<file path="src/rtl/iigs_mem_pkg.sv">
// Shared shadow-region decode, FSM state and write-buffer entry types for the IIgs slow RAM path.
package iigs_mem_pkg;

    localparam int SH_TXT  = 0;
    localparam int SH_HGR1 = 1;
    localparam int SH_HGR2 = 2;
    localparam int SH_SHR  = 3;
    localparam int SH_AUX  = 4;
    localparam int SH_ALT  = 5;
    localparam int SH_IO   = 6;

    localparam logic [15:0] TXT_BASE   = 16'h0400;
    localparam logic [15:0] TXT_LIMIT  = 16'h07FF;
    localparam logic [15:0] ALT_BASE   = 16'h0800;
    localparam logic [15:0] ALT_LIMIT  = 16'h0BFF;
    localparam logic [15:0] HGR1_BASE  = 16'h2000;
    localparam logic [15:0] HGR1_LIMIT = 16'h3FFF;
    localparam logic [15:0] HGR2_BASE  = 16'h4000;
    localparam logic [15:0] HGR2_LIMIT = 16'h5FFF;

    localparam logic [7:0] SLOW_BANK0 = 8'hE0;
    localparam logic [7:0] SLOW_BANK1 = 8'hE1;

    typedef enum logic [1:0] {
        IDLE,
        WAIT_EMPTY,
        WAIT_SLOT,
        CAPTURE
    } ctrl_state_e;

    typedef struct packed {
        logic [16:0] a17;
        logic [7:0]  d8;
    } fifo_entry_t;

    function automatic logic in_range(input logic [15:0] a, input logic [15:0] lo,
                                      input logic [15:0] hi);
        return (a >= lo) && (a <= hi);
    endfunction

    // Shadow bits are active-low enables; aux (odd) banks are further gated by the AUX bit,
    // except that SHR shadowing forces aux hires regions on.
    function automatic logic shadow_hit(input logic aux, input logic [15:0] a,
                                        input logic [5:0] sh);
        logic hit;
        hit = 1'b0;
        if (in_range(a, TXT_BASE, TXT_LIMIT))
            hit = ~sh[SH_TXT] & (~aux | ~sh[SH_AUX]);
        else if (in_range(a, ALT_BASE, ALT_LIMIT))
            hit = ~sh[SH_ALT] & (~aux | ~sh[SH_AUX]);
        else if (in_range(a, HGR1_BASE, HGR1_LIMIT))
            hit = aux ? ((~sh[SH_HGR1] & ~sh[SH_AUX]) | ~sh[SH_SHR]) : ~sh[SH_HGR1];
        else if (in_range(a, HGR2_BASE, HGR2_LIMIT))
            hit = aux ? ((~sh[SH_HGR2] & ~sh[SH_AUX]) | ~sh[SH_SHR]) : ~sh[SH_HGR2];
        return hit;
    endfunction

endpackage

</file>
<file path="src/rtl/shadow_fifo.sv">
// Synchronous write buffer for shadowed writes; head entry is visible combinationally.
// Caller guarantees no push when full and no pop when empty.
module shadow_fifo
    import iigs_mem_pkg::*;
#(
    parameter int DEPTH = 4,
    parameter int LVL_W = $clog2(DEPTH + 1)
) (
    input  logic              clk_sys,
    input  logic              reset,
    input  logic              push_i,
    input  fifo_entry_t       push_dat_i,
    input  logic              pop_i,
    output fifo_entry_t       head_dat_o,
    output logic              full_o,
    output logic              empty_o,
    output logic [LVL_W-1:0]  level_o
);

    localparam int PTR_W = $clog2(DEPTH);

    fifo_entry_t        mem_q [DEPTH];
    logic [PTR_W-1:0]   wr_ptr_q;
    logic [PTR_W-1:0]   rd_ptr_q;
    logic [LVL_W-1:0]   level_q;

    always_ff @(posedge clk_sys) begin
        if (push_i)
            mem_q[wr_ptr_q] <= push_dat_i;
    end

    always_ff @(posedge clk_sys or posedge reset) begin
        if (reset) begin
            wr_ptr_q <= '0;
            rd_ptr_q <= '0;
            level_q  <= '0;
        end else begin
            if (push_i)
                wr_ptr_q <= wr_ptr_q + PTR_W'(1);
            if (pop_i)
                rd_ptr_q <= rd_ptr_q + PTR_W'(1);
            case ({push_i, pop_i})
                2'b10:   level_q <= level_q + LVL_W'(1);
                2'b01:   level_q <= level_q - LVL_W'(1);
                default: level_q <= level_q;
            endcase
        end
    end

    assign head_dat_o = mem_q[rd_ptr_q];
    assign full_o     = (level_q == LVL_W'(DEPTH));
    assign empty_o    = (level_q == '0);
    assign level_o    = level_q;

endmodule

</file>
<file path="src/rtl/shadow_slowram_ctrl.sv">
// Buffers shadowed fast-RAM writes into slow RAM (E0/E1) on 1 MHz slots and arbitrates
// direct CPU E0/E1 accesses behind the buffer so slow RAM sees writes in program order.
module shadow_slowram_ctrl
    import iigs_mem_pkg::*;
#(
    parameter int DEPTH   = 4,
    parameter int RAMSIZE = 20,
    parameter int LVL_W   = $clog2(DEPTH + 1)
) (
    input  logic              clk_sys,
    input  logic              reset,
    input  logic              cpu_strobe,
    input  logic [7:0]        bank,
    input  logic [15:0]       addr,
    input  logic [7:0]        wdata,
    input  logic              we,
    input  logic              io,
    input  logic [7:0]        shadow,
    input  logic              shadow_all,
    input  logic              slow_slot,
    output logic [16:0]       slow_addr,
    output logic [7:0]        slow_wdata,
    output logic              slow_ce,
    output logic              slow_we,
    input  logic [7:0]        slow_rdata,
    output logic              cpu_stall,
    output logic [7:0]        rd_data,
    output logic              rd_valid,
    output logic [LVL_W-1:0]  fifo_level
);

    ctrl_state_e  state_q;
    logic [16:0]  acc_addr_q;
    logic [7:0]   acc_wdata_q;
    logic         acc_we_q;
    logic [16:0]  slow_addr_q;
    logic [7:0]   slow_wdata_q;
    logic         slow_ce_q;
    logic         slow_we_q;
    logic [7:0]   rd_data_q;
    logic         rd_valid_q;

    fifo_entry_t  push_dat;
    fifo_entry_t  head_dat;
    logic         fifo_full;
    logic         fifo_empty;
    logic         bank_ok;
    logic         hit;
    logic         push;
    logic         pop;
    logic         direct;
    logic         unused_shadow;

    assign unused_shadow = ^shadow[7:6];

    always_comb begin
        bank_ok = (bank == 8'h00) || (bank == 8'h01) ||
                  (shadow_all && ({24'd0, bank} < 32'(RAMSIZE)));
        hit     = ~io & bank_ok & shadow_hit(bank[0], addr, shadow[5:0]);
    end

    // Full is judged on the pre-edge level, so a same-cycle pop never makes room for a push.
    assign push     = cpu_strobe & we & hit & ~fifo_full;
    assign pop      = slow_slot & ~fifo_empty & (state_q != WAIT_SLOT);
    assign direct   = cpu_strobe & ~io & ((bank == SLOW_BANK0) || (bank == SLOW_BANK1));
    assign push_dat = '{a17: {bank[0], addr}, d8: wdata};

    shadow_fifo #(
        .DEPTH (DEPTH),
        .LVL_W (LVL_W)
    ) u_fifo (
        .clk_sys    (clk_sys),
        .reset      (reset),
        .push_i     (push),
        .push_dat_i (push_dat),
        .pop_i      (pop),
        .head_dat_o (head_dat),
        .full_o     (fifo_full),
        .empty_o    (fifo_empty),
        .level_o    (fifo_level)
    );

    always_ff @(posedge clk_sys or posedge reset) begin
        if (reset) begin
            state_q      <= IDLE;
            acc_addr_q   <= '0;
            acc_wdata_q  <= '0;
            acc_we_q     <= 1'b0;
            slow_addr_q  <= '0;
            slow_wdata_q <= '0;
            slow_ce_q    <= 1'b0;
            slow_we_q    <= 1'b0;
            rd_data_q    <= '0;
            rd_valid_q   <= 1'b0;
        end else begin
            slow_ce_q  <= 1'b0;
            slow_we_q  <= 1'b0;
            rd_valid_q <= 1'b0;

            if (pop) begin
                slow_ce_q    <= 1'b1;
                slow_we_q    <= 1'b1;
                slow_addr_q  <= head_dat.a17;
                slow_wdata_q <= head_dat.d8;
            end

            case (state_q)
                IDLE: begin
                    if (direct) begin
                        acc_addr_q  <= {bank[0], addr};
                        acc_wdata_q <= wdata;
                        acc_we_q    <= we;
                        state_q     <= WAIT_EMPTY;
                    end
                end
                WAIT_EMPTY: begin
                    if (fifo_empty)
                        state_q <= WAIT_SLOT;
                end
                WAIT_SLOT: begin
                    if (slow_slot) begin
                        slow_ce_q    <= 1'b1;
                        slow_we_q    <= acc_we_q;
                        slow_addr_q  <= acc_addr_q;
                        slow_wdata_q <= acc_wdata_q;
                        state_q      <= CAPTURE;
                    end
                end
                CAPTURE: begin
                    rd_data_q  <= slow_rdata;
                    rd_valid_q <= 1'b1;
                    state_q    <= IDLE;
                end
                default: state_q <= IDLE;
            endcase
        end
    end

    assign cpu_stall  = ~reset & (fifo_full | (state_q != IDLE) | direct);
    assign slow_addr  = slow_addr_q;
    assign slow_wdata = slow_wdata_q;
    assign slow_ce    = slow_ce_q;
    assign slow_we    = slow_we_q;
    assign rd_data    = rd_data_q;
    assign rd_valid   = rd_valid_q;

endmodule

</file>
<file path="config.mk">
export PLATFORM = sky130hd
export DESIGN_NAME = shadow_slowram_ctrl
export DESIGN_NICKNAME = d
export VERILOG_FILES = /design/src/rtl/iigs_mem_pkg.sv /design/src/rtl/shadow_fifo.sv /design/src/rtl/shadow_slowram_ctrl.sv
export SDC_FILE = /design/constraint.sdc
export NUM_CORES = 1
export LEC_CHECK = 0
export ABC_CLOCK_PERIOD_IN_PS = 2400
export CORE_ASPECT_RATIO = 1.5
export CORE_UTILIZATION = 56
export CTS_BUF_LIST = sky130_fd_sc_hd__clkbuf_2
export DETAILED_ROUTE_END_ITERATION = 6
export HOLD_SLACK_MARGIN = 0.15
export PLACE_DENSITY = 0.83
export SLEW_MARGIN = 20
export SYNTH_ARGS = -nofsm -noshare
export SYNTH_HDL_FRONTEND = slang
export SYNTH_SLANG_ARGS = --single-unit
</file>
<file path="constraint.sdc">
create_clock -name clk_sys -period 2.4 [get_ports clk_sys]
set_input_delay 0.24 -clock clk_sys [delete_from_list [all_inputs] [get_ports clk_sys]]
set_output_delay 0.24 -clock clk_sys [all_outputs]
set_load 0.005 [all_outputs]
</file>
==> results.txt <==
----------------------------------------------------
[Outcome]
  Outcome ... finished, final reports clean

[Clock network]
  Source-to-sink clock delay at the later pin of the worst-skew pair ... 720 ps
  Maximum clock insertion buffer count ... 2
  Clock transition time at the flip-flop clock pins of the worst setup and hold paths ... 190 ps
  Clock tree from TritonCTS ... done
  CTS Root Buffer Type ... sky130_fd_sc_hd__clkbuf_2
  Clock buffers created by TritonCTS ... 17
  Sink count of the clock tree ... 171
  H-tree depth reported by CTS ... 4

[Placed design]
  Count of input and output buffers ... 92
  Post-placement cell area ... 0.00823 mm2
  Post-detail-place hpwl ... 9.54 mm
  Final estimated routing congestion in global placement ... 0.728
  Number of placed instances with taps included ... 654

[Power and ir drop]
  Switching share of total power ... 30.5%
  Total chip power ... 8.30 mW
  Internal Dissipation ... 5.77 mW
  Peak supply drop ... 0.000632 V
  Proportion of power drawn by flip-flops and latches ... 46.8%
  Power density cells ... 945 mW/mm2
  Clock group share of total power ... 18.3%
  Switch Pwr ... 2.53 mW
  Leak pwr ... 3.33 nW
  Relative contribution of combinational cells to total power ... 34.9%

[Floorplan]
  Top Ports ... 95
  DIE AREA ... 0.0126 mm2
  Die boundary width ... 91.9 um
  Vertical die dimension ... 137 um
  Total core area ... 0.0117 mm2
  Initial Util ... 58.3%
  Number of rows created at floorplan ... 48

[Critical path]
  Cells along the critical path ... dlygate4sd3_1, clkdlybuf4s50_1, nor4b_2, nand4_1, a2111oi_4, buf_4, buf_4, and2_2, buf_12
  CP Buf/Inv Count ... 5
  Endpoint kind of the worst setup timing path ... flop
  Required time of the critical path ... 2830 ps
  Arrival time at the worst endpoint ... 2720 ps
  Startpoint types ... input port
  Critical Path Max Stage Delay ... 530 ps
  Type of the worst setup path ... input port to flop
  Top delay family on crit path ... buffers and inverters
  Critical Path Fanout Max ... 15
  Critical-path cell with the highest stage delay ... sky130_fd_sc_hd__dlygate4sd3_1
  Most frequent CP cell ... sky130_fd_sc_hd__buf_4

[Layout]
  FF+latch area ... 0.00478 mm2
  Util after Layout ... 75.4%
  Area Growth Syn to Fin ... 29.4%
  Number of filler instances in the final layout ... 683
  Area of combinational cells with multiple inputs ... 0.00189 mm2
  Final instance area ... 0.00879 mm2
  Number of nets in the layout ... 621
  Number of standard cells in the final layout excluding fillers ... 719
  Share of post-route cells with drive strength above 1 ... 24.5%

[Logic synthesis]
  Cell taking the most area after synthesis ... sky130_fd_sc_hd__edfxtp_1
  Post-Syn Instances ... 399
  Arithmetic-cell share of the synthesized area counting full adders, half adders and majority gates ... 2.14%
  Net count after synthesis ... 465
  Synthesized-area fraction occupied by ao, oa, aoi and oai cells ... 8.09%
  Share of the synthesized netlist area taken by xor and xnor gates ... 0.774%
  Synth Area in Simple Gates ... 2.17%
  Share of the synthesized area in the top cell type ... 44.2%
  Synth Area per Inst ... 17.0 um2
  Proportion of register bits with asynchronous set or reset after synthesis ... 41.5%
  Yosys Warn Count ... 0
  Largest family of logic cells by synthesized area ... multiplexers
  Count of unique library cells instantiated by Yosys ... 36
  Post-synthesis mux area share ... 14.5%
  Number of flops mapped to enable cells by yosys ... 100
  Most frequent cell after synthesis ... sky130_fd_sc_hd__edfxtp_1
  Sequential-to-total area share from yosys stat ... 70.4%
  Synthesized area ... 0.00679 mm2
  Most common flop cell mapped by yosys ... sky130_fd_sc_hd__edfxtp_1
  Synth top cells by count ... 100 x sky130_fd_sc_hd__edfxtp_1, 71 x sky130_fd_sc_hd__dfrtp_1, 50 x sky130_fd_sc_hd__o22ai_1
  Cell types with the largest area share after synthesis ... sky130_fd_sc_hd__edfxtp_1 44%, sky130_fd_sc_hd__dfrtp_1 26%, sky130_fd_sc_hd__mux4_2 8.3%
  Flip-flop and latch count after synthesis ... 171

[Global route]
  Number of antenna violations at the first check in global routing ... 1
  First-pass GRT wire length ... 23.4 mm
  Via count of the first global-routing pass ... 4,588
  Gr usage total ... 25.6%
  Overall overflow remaining after global route ... 0
  Largest net degree at the start of global routing ... 28

[Detailed routing]
  Routed Antenna Nets ... 0
  DRC Markers ... 0
  Starting DRT DRC Count ... 256
  Final Routed Wirelength ... 14.9 mm
  Number of detailed-route iterations in the first pass ... 5
  Post-DR vias/cell ... 5.95
  Routed WL per cell ... 20.7 um
  Routed vias ... 4,280

[STA]
  Total of endpoints with negative setup slack in the final report ... 0
  Min Tclk post-route ... 2290 ps
  Highest clock frequency the design can meet ... 437 MHz
  Worst-margin pin slew ... 585 ps
  Final hold violations ... 0
  Relative slew slack ... 60.9%
  Final worst path period share ... 95.2%
  Final sum of negative setup slack ... 0 ps
  Worst Clk Skew ... 38.3 ps
  Setup repair after global routing missed its margin ... false
  Final Max Slew Viols ... 0

[Hold path]
  Worst hold-check path type ... input port to flop

[Flow run]
  Maximum Capacitance Violations ... 0

----------------------------------------------------
==> worst paths after layout <==
path                                   startpoint                             to  slack (ps)  cells past startpoint
max                                            we  u_fifo.mem_q[0][24]$_DFFE_PP_         110                      9
min                                      addr[11]  u_fifo.mem_q[2][19]$_DFFE_PP_         240                      2
max reg2reg                state_q[1]$_DFFE_PP0P_  u_fifo.level_o[2]$_DFFE_PP0P_         240                      9
min reg2reg                  acc_we_q$_DFFE_PP0P_              slow_we$_DFF_PP0_         510                      1
max in group asynchronous                   reset      acc_addr_q[3]$_DFFE_PP0P_        1190                      4
min in group asynchronous                   reset  u_fifo.level_o[0]$_DFFE_PP0P_         450                      3
==> repair_timing <==
item / CTS / global route
setup buffers: 4 / 1
endpoints found under the setup margin: 1 / 1
hold buffers: 27 / 0
pin swaps: 0 / 2
resized for setup: 1 / 2
endpoints found under the hold margin: 90 / 0
==> power by group through the flow <==
stage | logic, mW | registers [mW] | clock network (mW)
after CTS | 2.91 | 3.89 | 1.55
after global placement | 2.69 | 3.94 | 0
final | 2.90 | 3.89 | 1.52
after floorplan | 1.56 | 3.84 | 0
after global routing | 3.11 | 3.95 | 1.66
after detailed placement | 2.79 | 3.97 | 0
==> layout make-up <==
class,instances,share of cell area (%)
Sequential cell,171,54.4
Multi-Input combinational cell,194,21.5
Timing Repair Buffer,158,18.6
Tap cell,150,2.14
Clock inverter,13,1.71
Clock buffer,19,1.08
Inverter,13,0.555
Antenna cell,1,0.0285
==> flip-flops by register name (all words and copies together), names as in the netlist <==
name and count:
u_fifo.rd_ptr_q 2, acc_addr_q 17, rd_valid 1, slow_wdata 8, slow_ce 1, u_fifo.level_o 3, acc_we_q 1, state_q 2
rd_data 8, acc_wdata_q 8, slow_we 1, u_fifo.mem_q 100, slow_addr 17, u_fifo.wr_ptr_q 2
==> cells in the final DEF, fill, tap and decap left out, drive strengths merged, types with 2 or more instances in the layout <==
master	n
a21oi	29
and2	4
buf	39
bufinv	3
clkbuf	19
clkdlybuf4s50	91
clkinv	9
dfrtp	71
dlygate4sd3	27
edfxtp	100
ha	10
inv	13
mux2	36
mux4	25
nand2	5
nand3	2
nor2	8
nor4b	2
o22ai	50
xnor2	3
xor2	3
==> routing by layer <==
| layer | up-vias | routed length (um) | GRT usage [%] | part of all wire (%) |
|---|---|---|---|---|
| li1 | 1898 | - | - | - |
| met1 | 2164 | 5520 | 28.5 | 37 |
| met2 | 184 | 8290 | 45.4 | 56 |
| met3 | 34 | 745 | 5.78 | 5.0 |
| met4 | 0 | 357 | 13.8 | 2.4 |
| met5 | - | 0 | 0 | 0 |
==> metrics by stage <==
step	hold slack (ps)	worst slack [ps]
2_1_floorplan	339	-19.4
3_3_place_gp	465	-361
3_5_place_dp	475	-472
4_1_cts	167	164
5_1_grt	161	5.55
6_report	241	114
==> kinds of logic after synthesis <==
group           after synthesis
fa+ha+maj                    11
compound gates               88
simple gates                 27
buf+inv                      34
xor+xnor                      6
flops                       171
mux                          62
Note: power is estimated with default switching activity, not from simulation.
